===== src/rtl/sipo_deser_pkg.sv =====
// Shared types and constants for the serial-in parallel-out deserializer.
package sipo_deser_pkg;

  localparam int DESER_WIDTH = 4;

  typedef logic [0:0] deser_state_t;
  localparam deser_state_t EMPTY = 1'b0;
  localparam deser_state_t FULL  = 1'b1;

  // Ceiling log2, evaluated at elaboration time for counter widths.
  function automatic int clog2(input int value);
    int r;
    r = 0;
    for (int i = 0; i < 32; i++) begin
      if ((64'd1 << i) < 64'(value)) r = i + 1;
    end
    return r;
  endfunction

endpackage


===== src/rtl/sipo_hold_reg.sv =====
// Parallel-load holding register for the deserializer output word.
// One-edge load latency; holds its value whenever load is low.
module sipo_hold_reg #(
  parameter int WIDTH = 4
)(
  input  logic             clk,
  input  logic             clr_n,
  input  logic             load,
  input  logic [WIDTH-1:0] d,
  output logic [WIDTH-1:0] q
);

  always_ff @(posedge clk or negedge clr_n) begin
    if (!clr_n) begin
      q <= '0;
    end else if (load) begin
      q <= d;
    end
  end

endmodule


===== src/rtl/sipo_deser.sv =====
// Assembles WIDTH-bit words from a serial stream; word appears on q one edge after its last bit.
// Double-buffered: shifting never stalls; a word completing while q is unconsumed is dropped and flagged.
module sipo_deser
  import sipo_deser_pkg::*;
#(
  parameter int WIDTH     = DESER_WIDTH,
  parameter bit MSB_FIRST = 1'b1,
  localparam int CW       = clog2(WIDTH)
)(
  input  logic             clk,
  input  logic             clr_n,
  input  logic             sin,
  input  logic             sin_valid,
  input  logic             flush,
  input  logic             out_ready,
  input  logic             ovf_clr,
  output logic [WIDTH-1:0] q,
  output logic             out_valid,
  output logic [CW-1:0]    bit_cnt,
  output logic             overflow
);

  logic [WIDTH-1:0] shift_q;
  logic [WIDTH-1:0] shift_next;
  deser_state_t     state_q;
  deser_state_t     state_d;
  logic             accept;
  logic             complete;
  logic             load;
  logic             ovf_set;

  assign accept   = sin_valid && !flush;
  assign complete = accept && (bit_cnt == CW'(WIDTH - 1));

  // shift_next already includes this cycle's bit, so on completion it is the finished word.
  assign shift_next = MSB_FIRST ? ((shift_q << 1) | WIDTH'(sin))
                                : ((shift_q >> 1) | (WIDTH'(sin) << (WIDTH - 1)));

  always_ff @(posedge clk or negedge clr_n) begin
    if (!clr_n) begin
      shift_q <= '0;
      bit_cnt <= '0;
    end else if (flush) begin
      shift_q <= '0;
      bit_cnt <= '0;
    end else if (accept) begin
      if (complete) begin
        shift_q <= '0;
        bit_cnt <= '0;
      end else begin
        shift_q <= shift_next;
        bit_cnt <= bit_cnt + CW'(1);
      end
    end
  end

  // A completion is taken whenever the holding slot is free or being drained this cycle.
  assign load    = complete && ((state_q == EMPTY) || out_ready);
  assign ovf_set = complete && (state_q == FULL) && !out_ready;

  always_comb begin
    state_d = state_q;
    if (load) begin
      state_d = FULL;
    end else if ((state_q == FULL) && out_ready) begin
      state_d = EMPTY;
    end
  end

  always_ff @(posedge clk or negedge clr_n) begin
    if (!clr_n) begin
      state_q  <= EMPTY;
      overflow <= 1'b0;
    end else begin
      state_q  <= state_d;
      overflow <= ovf_set || (overflow && !ovf_clr);
    end
  end

  assign out_valid = (state_q == FULL);

  sipo_hold_reg #(
    .WIDTH (WIDTH)
  ) u_hold (
    .clk   (clk),
    .clr_n (clr_n),
    .load  (load),
    .d     (shift_next),
    .q     (q)
  );

endmodule


===== config.mk =====
export PLATFORM = sky130hd
export DESIGN_NAME = sipo_deser
export DESIGN_NICKNAME = d
export VERILOG_FILES = /design/src/rtl/sipo_deser_pkg.sv /design/src/rtl/sipo_hold_reg.sv /design/src/rtl/sipo_deser.sv
export SDC_FILE = /design/constraint.sdc
export NUM_CORES = 1
export LEC_CHECK = 0
export CAP_MARGIN = 10
export CORE_ASPECT_RATIO = 1.2
export CORE_MARGIN = 1.5
export CORE_UTILIZATION = 30
export CTS_BUF_LIST = sky130_fd_sc_hd__clkbuf_4 sky130_fd_sc_hd__clkbuf_8
export DETAILED_ROUTE_END_ITERATION = 16
export PLACE_DENSITY = 0.66
export SYNTH_ARGS = -nofsm -noshare
export SYNTH_HDL_FRONTEND = slang
export SYNTH_HIERARCHICAL = 1
export SYNTH_SLANG_ARGS = --single-unit
export TNS_END_PERCENT = 50

===== constraint.sdc =====
create_clock -name clk -period 1.6 [get_ports clk]
set_input_delay 0.32 -clock clk [delete_from_list [all_inputs] [get_ports clk]]
set_output_delay 0.32 -clock clk [all_outputs]
set_load 0.02 [all_outputs]

# --- Word-level counts from Yosys, hierarchy flattened ---
# Cells that the tools add are included.
op_classes:
  add_sub_neg: 1
  multipliers: 0
  div: 0
  order_cmp: 0
  eq_ne: 1
  shift: 0
  muxes: 8
  n_bitwise: 2
  reduce_logical: 14
ops:
  columns: ["op", "n"]
  rows:
  - ["2-to-1 mux 3 bit", 3]
  - ["logical AND 1 bit", 7]
  - ["2-to-1 mux 2 bit", 3]
  - ["OR 4 x 1 -> 4 bit", 1]
  - ["nonzero test 2 bit", 2]
  - ["logical NOT 1 bit", 3]
  - ["adder 2 x 1 -> 2 bit, second input constant", 1]
  - ["== test 2 bit, second input constant", 1]
  - ["logical OR 1 bit", 2]
  - ["2-to-1 mux 1 bit", 2]
  - ["inverter 1 bit", 1]
totals:
  ff_bits: 11
  latch_bits: 0
  ramBits: 0
  rom_bits: 0
  input_bits: 7
  out_inout_bits: 8
  wordCells: 31
  mem_count: 0

# --- Depth between registers and ports, before layout ---
# Gate-level depths: netlist of run 1.
depth:
  ltp_word: 6
  ltp_mapped: 4
  ltp_nobuf: 4

# --- Modules after synthesis ---
# Netlist of run 1, hierarchy kept.
by_module_without_submodules:
  columns: ["module", "n_inst", "cells_each", "area_per_inst_um2", "seq_area_each_um2"]
  rows:
  - ["sipo_deser", 1, 29, 326.6, 175.2]
  - ["sipo_hold_reg", 1, 8, 145.1, 100.1]

# --- Worst setup path before layout of run 1 ---
# Ideal clock, no wire load.
synth_timing:
  path_type: "reg2reg"
  startpoint: "reg bit_cnt[0]"
  endpoint: "reg u_hold.q[0]"
  setup_time_ns: 0.125
  arrival_ns: 1.412
  required_ns: 1.475
  path_slack_ns: 0.063
  stages_incl_launch_ff: 5
  path_buffers: 0
  period_less_slack_ns: 1.537
  cell_sequence: "dfrtp_1 ha_1 nand3b_1 nor2b_1 mux2_2"
synth_between:
  elab_chain_cells: 3
synth_lines:
  columns: ["element", "line_no", "rtl"]
  rows:
  - ["start, declared", "sipo_deser.sv:19", "output logic [CW-1:0] bit_cnt,"]
  - ["start signal, assigned", "sipo_deser.sv:52", "bit_cnt <= bit_cnt + CW'(1);"]
  - ["== test 2 bit", "sipo_deser.sv:33", "assign complete = accept && (bit_cnt == CW'(WIDTH - 1));"]
  - ["logical AND 1 bit", "sipo_deser.sv:33", null]
  - ["logical AND 1 bit", "sipo_deser.sv:58", "assign load = complete && ((state_q == EMPTY) || out_ready);"]
  - ["via load", "sipo_deser.sv:29", "logic load;"]
  - ["end signal, assigned", "sipo_hold_reg.sv:15", "q <= '0;"]
  - ["end signal, assigned", "sipo_hold_reg.sv:17", "q <= d;"]
  - ["end, declared", "sipo_hold_reg.sv:10", "output logic [WIDTH-1:0] q"]
# The timed path passes the listed nets, and every way through them passes these cells.
# A chain may end at the register's enable or synchronous reset.

# --- Final worst setup path of run 1 ---
layout_timing:
  startpoint: "reg u_hold.q[3]"
  endpoint: "out q[3]"
layout_lines:
  columns: ["element", "line_no", "rtl"]
  rows:
  - ["end, declared", "sipo_deser.sv:17", "output logic [WIDTH-1:0] q,"]
# No word-level cell between the ends.

==> results of run 1 <==
[Yosys cell counts]
cell,instances,share of area (%)
nand2_1,1,0.79
a21oi_2,1,1.9
o22ai_1,1,1.3
nor2b_1,1,1.3
ha_1,1,2.7
or3b_1,1,1.9
mux2i_1,1,2.1
nand2b_1,5,6.6
inv_1,1,0.79
a21oi_1,3,3.2
nor2_1,1,0.79
nand3b_1,4,6.4
mux2_2,4,9.5
buf_6,1,2.4
dfrtp_1,11,58
[power by group through the flow]
stage / logic [W] / registers [W] / clock network, W
floorplan: 0.0000257 / 0.000316 / 0
global placement: 0.0000859 / 0.000304 / 0
detailed placement: 0.0000865 / 0.000304 / 0
CTS: 0.0000854 / 0.000299 / 0.000214
global route: 0.0000921 / 0.000300 / 0.000224
finish: 0.0000836 / 0.000299 / 0.000207
[worst reg2reg max path, stage by stage (launching register included)]
cell and delay [ps]:
dfrtp_1 390, ha_1 230, nand3b_1 120, nor2b_1 130, buf_4 140, mux2_2 330
[what timing repair did]
action / 4_1_cts / 5_1_grt
gates resized for setup: 1 / 1
cloned: 0 / 0
setup endpoints to repair: 1 / 1
buffers inserted: 0 / 0
hold endpoints to repair: 0 / 0
hold buffers: 0 / 0
[metal layers]
layer  vias to the layer above  part of all wire [%]  track usage (%)
li1                        173                     -                -
met1                       167                    48             14.6
met2                        11                    45             18.3
met3                         2                   4.5             1.45
met4                         0                   2.4             10.3
met5                         -                     0                0
[how the worst min path moves through the flow]
stage / start / endpoint / slack, ps / cells after the start
CTS: clr_n / u_hold/q[0] / 380 / 1
detailed placement: u_hold/q[0] / u_hold/q[0] / 500 / 1
global route: clr_n / shift_q[0] / 430 / 1
finish: clr_n / shift_q[0] / 370 / 1
global placement: u_hold/q[1] / u_hold/q[1] / 500 / 1
floorplan: clr_n / bit_cnt[0] / 20 / 0
[registers in the layout, indices dropped and copies added (netlist names)]
name / count
shift_q: 3
u_hold/q: 4
overflow: 1
bit_cnt: 2
out_valid: 1
[area by class of cell]
type / instances / area [um2] / area share, %
repair buffers: 19 / 179 / 25.9
flip-flops and latches: 11 / 275 / 39.9
clock buffers: 4 / 30.0 / 4.35
multi-input cells: 24 / 181 / 26.3
well taps: 17 / 21.3 / 3.08
inverters: 1 / 3.75 / 0.543
[per-stage QoR]
step	power, W	setup WS (ps)
final	0.000590	56.2
after global routing	0.000617	11.9
after CTS	0.000599	10.6
after global placement	0.000390	-29.8
after floorplan	0.000342	62.9
after detailed placement	0.000391	-35.1
[cell families after synthesis]
family	count (synthesis)	share of synthesized area (%)
AO/OA/AOI/OAI	5	6.37
adder cells (fa/ha/maj)	1	2.65
buffers and inverters	2	3.18
flip-flops	11	58.4
multiplexers	5	11.7
AND/OR/NAND/NOR	13	17.8
==> flow_results.org, run 1 <==
** Synthesis
- Synthesized instance count :: 37
- Synth unique cells :: 15
- Part of the Yosys area used for sequential elements :: 58.4%
- In this run the mean area of a mapped cell was 12.7 um2.
- In this run the cell area of the synthesized design comes to 472 um2.
- Post-synthesis register bit count :: 11
- Yosys warning total :: 6
- Number of nets in the synthesized netlist :: 45

** CTS
- Number of sinks on the clock net :: 11
- CTS placed an instance of clkbuf_4 at the clock tree root.
- No sink is reached through more buffers than the 2 on the longest clock path.
- In this run the number of H-tree levels came out at 1.
- Clk Latency, worst-skew pair :: 270 ps
- Clock buffers created by TritonCTS :: 3
- Clock input transition at the sequential cells of the worst setup and hold paths :: 70 ps
- TritonCTS built the clock tree.

** Pwr
- Cell internal power was estimated by the tool at 0.000451 W.
- Share of total power in the clock network :: 35.2%
- Sw power :: 0.000139 W
- Net switching is 23.6% of the power.
- Power per cell area :: 854 nW/um2
- Peak supply drop :: 449 uV
- Combinational group share of total power :: 14.2%
- Leakage power figure :: 0.334 nW
- Per report_power, the sequential group accounts for 50.7% of the total.

** Setup path
- CP max-delay cell :: clkdlybuf4s50_1
- In this run the register-to-register setup slack is 160 ps.
- Endpoint of the most critical setup path :: q[3]
- Nature of the critical path startpoint :: flip-flop
- Endpoint of the worst register-to-register path :: u_hold/q[1]
- Buf/Inv on CP :: 1
- CP Launch Point :: u_hold/q[3]
- Worst R2R Start :: bit_cnt[0]
- The critical path in this run is classified as reg2out.
- Worst Reg-to-Reg Cells :: 5
- Data required, critical path :: 1280 ps
- Crit-path max cell delay :: 600 ps
- Crit path max fanout :: 2
- In this run the number of cells on the critical path is 1.
- Worst path top cell family by delay :: buffers and inverters
- The worst setup path is captured at an output port.
- The critical path goes through clkdlybuf4s50_1.
- For the worst setup path, the data arrival time is 1220 ps.

** Cells and area
- The final layout contains 68 nets.
- # diodes :: 0
- The library cell used most frequently in the layout, excluding fill and tap cells, is clkdlybuf4s50_1.
- Fill count :: 142
- In the layout the commonest cells are 12 x clkdlybuf4s50_1, 11 x dfrtp_1, 5 x nand2b_1, 5 x buf_4.
- Layout Cells excl Fill :: 76
- Area growth from synthesis to final layout :: 46.4%
- The post-route netlist has 23.7% of its cells at a drive strength greater than 1.
- Finished layout cell area :: 691 um2
- Final standard cell utilization of the core :: 47.8%

** Drt
- The detail route stage leaves a number of antenna-violating nets equal to 0.
- Via density per instance :: 4.64
- Detailed router's first-iteration violation count :: 3
- Drt pass-1 iters :: 2
- After detailed routing, the number of remaining DRC violations is 0.
- For this block, the routed nets add up to 861 um of wire.
- Overall via count from detail_route :: 353
- Wire per inst :: 11.3 um

** Floorplanning
- The die covers 1820 um2.
- The floorplan step defined a core boundary enclosing 1450 um2.
- In this run the core area contains 15 standard-cell rows.
- From left edge to right edge, the die measures 39.2 um.
- 15 I/O pins were placed.
- Die Height :: 46.4 um
- Starting utilization of the core area :: 32.6%

** STA
- Period minus WS final :: 1540 ps
- Final worst path period share :: 96.5%
- The max-slew violation total from the final report came to 0.
- Final setup violation count :: 0
- Clock Skews :: 0.676 ps
- Least-Margin Pin Slew :: 484 ps
- Worst slew margin :: 67.7%
- After routing, the total negative slack on setup checks comes to 0 ps.
- On the final layout, the worst hold slack is 374 ps.
- Endpoints failing hold :: 0
- Static timing analysis puts the maximum clock frequency at 648 MHz.
- RSZ-0062 raised after global routing :: false

** GRT
- Via count of the first global-routing pass :: 361
- Overall Global Routing Usage :: 12.0%
- The first global-routing pass estimated 1.42 mm of wire.
- Entering global routing, the biggest net connects 12 pins.
- Summed over all layers, the global routing overflow is 0.
- The number of antenna violations at the first check in global routing was 0.

** Min path
- Kind of path behind the tightest hold check :: in2async

** Placement
- In this run the cell area measured after placement is 659 um2.
- The number of placed instances, taps included, is 72.
- Final weighted congestion in routability-driven placement :: 0.660
- Detail Placement HPWL :: 657 um
- The count of buffers added on input and output ports is 14.

** Status
- The flow ran to the end, and the final reports show no timing, DRC or antenna violations.

** Run
- Max-cap violations in this run came to 0.
(Power assumes the default switching activity.)
==> inputs of run 2 (changes only) <==
- CORE_AREA: not set -> 2 2 39 41
- CORE_ASPECT_RATIO: 1.2 -> not set
- CORE_MARGIN: 1.5 -> not set
- CORE_UTILIZATION: 30 -> not set
- DIE_AREA: not set -> 0 0 41 43
- PLACE_DENSITY: 0.66 -> 0.74
==> flow_results.org, run 2 (synthesized netlist as in run 1, its figures left out) <==
** Pwr
- Peak supply drop :: 390 uV (-13%)
- The leakage power total came to 0.334 nW (unchanged).
- The power density relative to cell area was 845 nW/um2 (-0.99%).

** Setup path
- On the critical path, the stage with the largest delay is an instance of clkdlybuf4s50_1.
- The highest fanout seen on the critical path is 2 (unchanged).
- Cell-by-cell trace of the critical path :: clkdlybuf4s50_1
- Grouping stages by cell kind, the critical path spends the most delay in buffers and inverters.
- Worst path arrival time :: 1230 ps (about the same)
- CP Launch Point :: u_hold/q[0]
- STA classifies the critical path startpoint as a flip-flop.
- Crit-path max cell delay :: 610 ps (about the same)
- Worst R2R Start :: bit_cnt[0]
- Data required, critical path :: 1280 ps (about the same)
- The number of buffer and inverter instances along the worst setup path came to 1 (unchanged).
- By startpoint and endpoint, the worst setup path is classified as reg2out.
- The worst setup path is captured at an output port.

** Cells and area
- The number of flip-flops under the largest register name was 4 (unchanged).
- The count of filler cells inserted in the layout came to 136 (-4.2%).
- Largest registers :: u_hold/q: 4 flops, shift_q: 3 flops, bit_cnt: 2 flops
- Area growth from synthesis to final layout :: 46.2%
- Finished layout cell area :: 689 um2 (-0.18%)
- The top cell types in the final layout, fill and taps aside, are 12 x clkdlybuf4s50_1, 11 x dfrtp_1, 5 x nand2b_1, 5 x buf_4.
- Leading cell type in the layout, fill and taps excluded :: clkdlybuf4s50_1
- The number of inserted diodes is 0 (unchanged).
- Share of cells above drive strength 1 :: 23.7% (unchanged)
- Largest reg by FF count :: u_hold/q
- Number of nets in the layout :: 68 (unchanged)
- The area of combinational cells with multiple inputs was 181 um2 (unchanged).
- FF+latch area :: 275 um2 (unchanged)

** CTS
- The clock slew at the register clock pins of the worst setup and hold paths was 70 ps (about the same).
- The maximum level of the CTS H-tree is 1 (unchanged).
- The cts-stage hold buffer count is 0 (unchanged).
- Longest Clk Path Bufs :: 2 (unchanged)
- Number of sinks on the clock net :: 11 (unchanged)
- The clock latency of the later-clocked register in the worst-skew pair came to 260 ps (about the same).
- TritonCTS built the clock tree.
- Clock buffers created by TritonCTS :: 3 (unchanged)
- The tree is rooted in a clkbuf_4.

** Drt
- The number of DRC markers in iteration 0 came to 2 (-1).
- Number of nets with antenna violations after detailed routing :: 0 (unchanged)
- Wire per inst :: 11.5 um (+1.5%)
- The number of DRC violations after detailed routing was 0 (unchanged).
- Overall via count from detail_route :: 358 (+1.4%)
- The number of search-and-repair iterations in the first detailed-routing pass came to 2 (unchanged).
- Sum of routed wire length over all layers :: 862 um (+0.12%)
- The average via count per standard cell is 4.77 (+2.8%).

** Placement
- Detail Placement HPWL :: 671 um (+2.1%)
- Final weighted congestion in routability-driven placement :: 0.760 (+15%)
- Area post-placement :: 658 um2 (-0.19%)
- The total of buffers placed on input and output ports came to 14 (unchanged).

** STA
- Endpoints failing hold :: 0 (unchanged)
- RSZ-0062 raised after global routing :: false
- Final max-slew violation count :: 0 (unchanged)
- Final worst path period share :: 96.7% (+0.26 points)
- The final setup skew came to 1.84 ps (+1.16 ps).
- Final setup violation count :: 0 (unchanged)
- The upper clock frequency limit came to 646 MHz (-0.27%).
- The max-slew headroom at the worst pin is 67.4% (-0.30 points).
- Setup Total Neg Slack :: 0 ps (unchanged)
- Period minus WS final :: 1550 ps (+4.17 ps)
- Least-Margin Pin Slew :: 488 ps (+4.47 ps)

** GRT
- Initial antenna violation count :: 0 (unchanged)
- Via count of the first global-routing pass :: 341 (-5.5%)
- Gr ovfl total :: 0 (unchanged)
- The all-layer global routing usage came to 12.7% (+0.74 points).
- Largest net degree at the start of global routing :: 12 (unchanged)
- The first-pass GRT wire length is 1.43 mm (+0.49%).

** Floorplanning
- The initial cell density of the core is 34.1% (+1.4 points).
- Full die area :: 1760 um2 (-3.1%)
- Width of the chip :: 41 um (+4.6%)
- Die Height :: 43 um (-7.4%)
- The placement row count is 14 (-1).
- The top-level I/O count came to 15 (unchanged).
- The placeable core area is 1380 um2 (-4.2%).

** Status
- Run status :: finished, final reports clean

** Min path
- In this run the worst hold path is classified as in2async.

** Run
- Number of violations of the max-capacitance limit :: 0 (unchanged)
[run 2: cell counts in the layout (fill, tap and decap cells not counted)]
Identical to the previous run, type by type.
[run 2: path summary, 6_finish.rpt]
path	to	slack (ps)	depth (start not counted)
max reg2reg	u_hold/q[3]	140	5
min in group clk	u_hold/q[2]	510	1
min reg2reg	u_hold/q[2]	510	1
min	shift_q[1]	390	1
max in group asynchronous	bit_cnt[1]	880	1
max	q[0]	50	1
[run 2: area by class of cell]
type / count / share of cell area (%)
Clock buffer: 4 / 4.36
Inverter: 1 / 0.544
Multi-Input combinational cell: 24 / 26.3
Sequential cell: 11 / 39.9
Tap cell: 16 / 2.90
Timing Repair Buffer: 19 / 26.0
[run 2: timing repair]
action                                  4_1_cts  5_1_grt
buffers inserted                              0        0
resized for setup                             1        1
endpoints found under the setup margin        1        1
endpoints found under the hold margin         0        0
gates cloned                                  0        0
[run 2: per-layer routing]
layer / share of wire, % / vias up / global-route usage, %
met4: 1.4 / 0 / 10.0
met1: 48 / 172 / 16.8
li1: - / 171 / -
met5: 0 / - / 0
met2: 46 / 13 / 16.9
met3: 4.6 / 2 / 3.14
[run 2: where the power goes]
group / switching (W) / internal (W) / total (W)
clock network: 0.0000866 / 0.000113 / 0.000200
registers: 0.00000876 / 0.000291 / 0.000299
logic: 0.0000371 / 0.0000465 / 0.0000836
total: 0.000132 / 0.000450 / 0.000583
[run 2: per-stage QoR]
step / setup slack, ps / hold slack, ps / util [%] / cells / total power (W)
global route: 2.41 / 429 / 49.8 / 75 / 0.000617
global placement: -55.8 / 496 / 47.6 / 71 / 0.000391
floorplan: 62.9 / 24.4 / - / 37 / 0.000342
finish: 52.1 / 387 / 49.8 / 75 / 0.000583
detailed placement: -67.1 / 499 / 47.6 / 71 / 0.000391
CTS: 26.9 / 400 / 49.6 / 75 / 0.000593
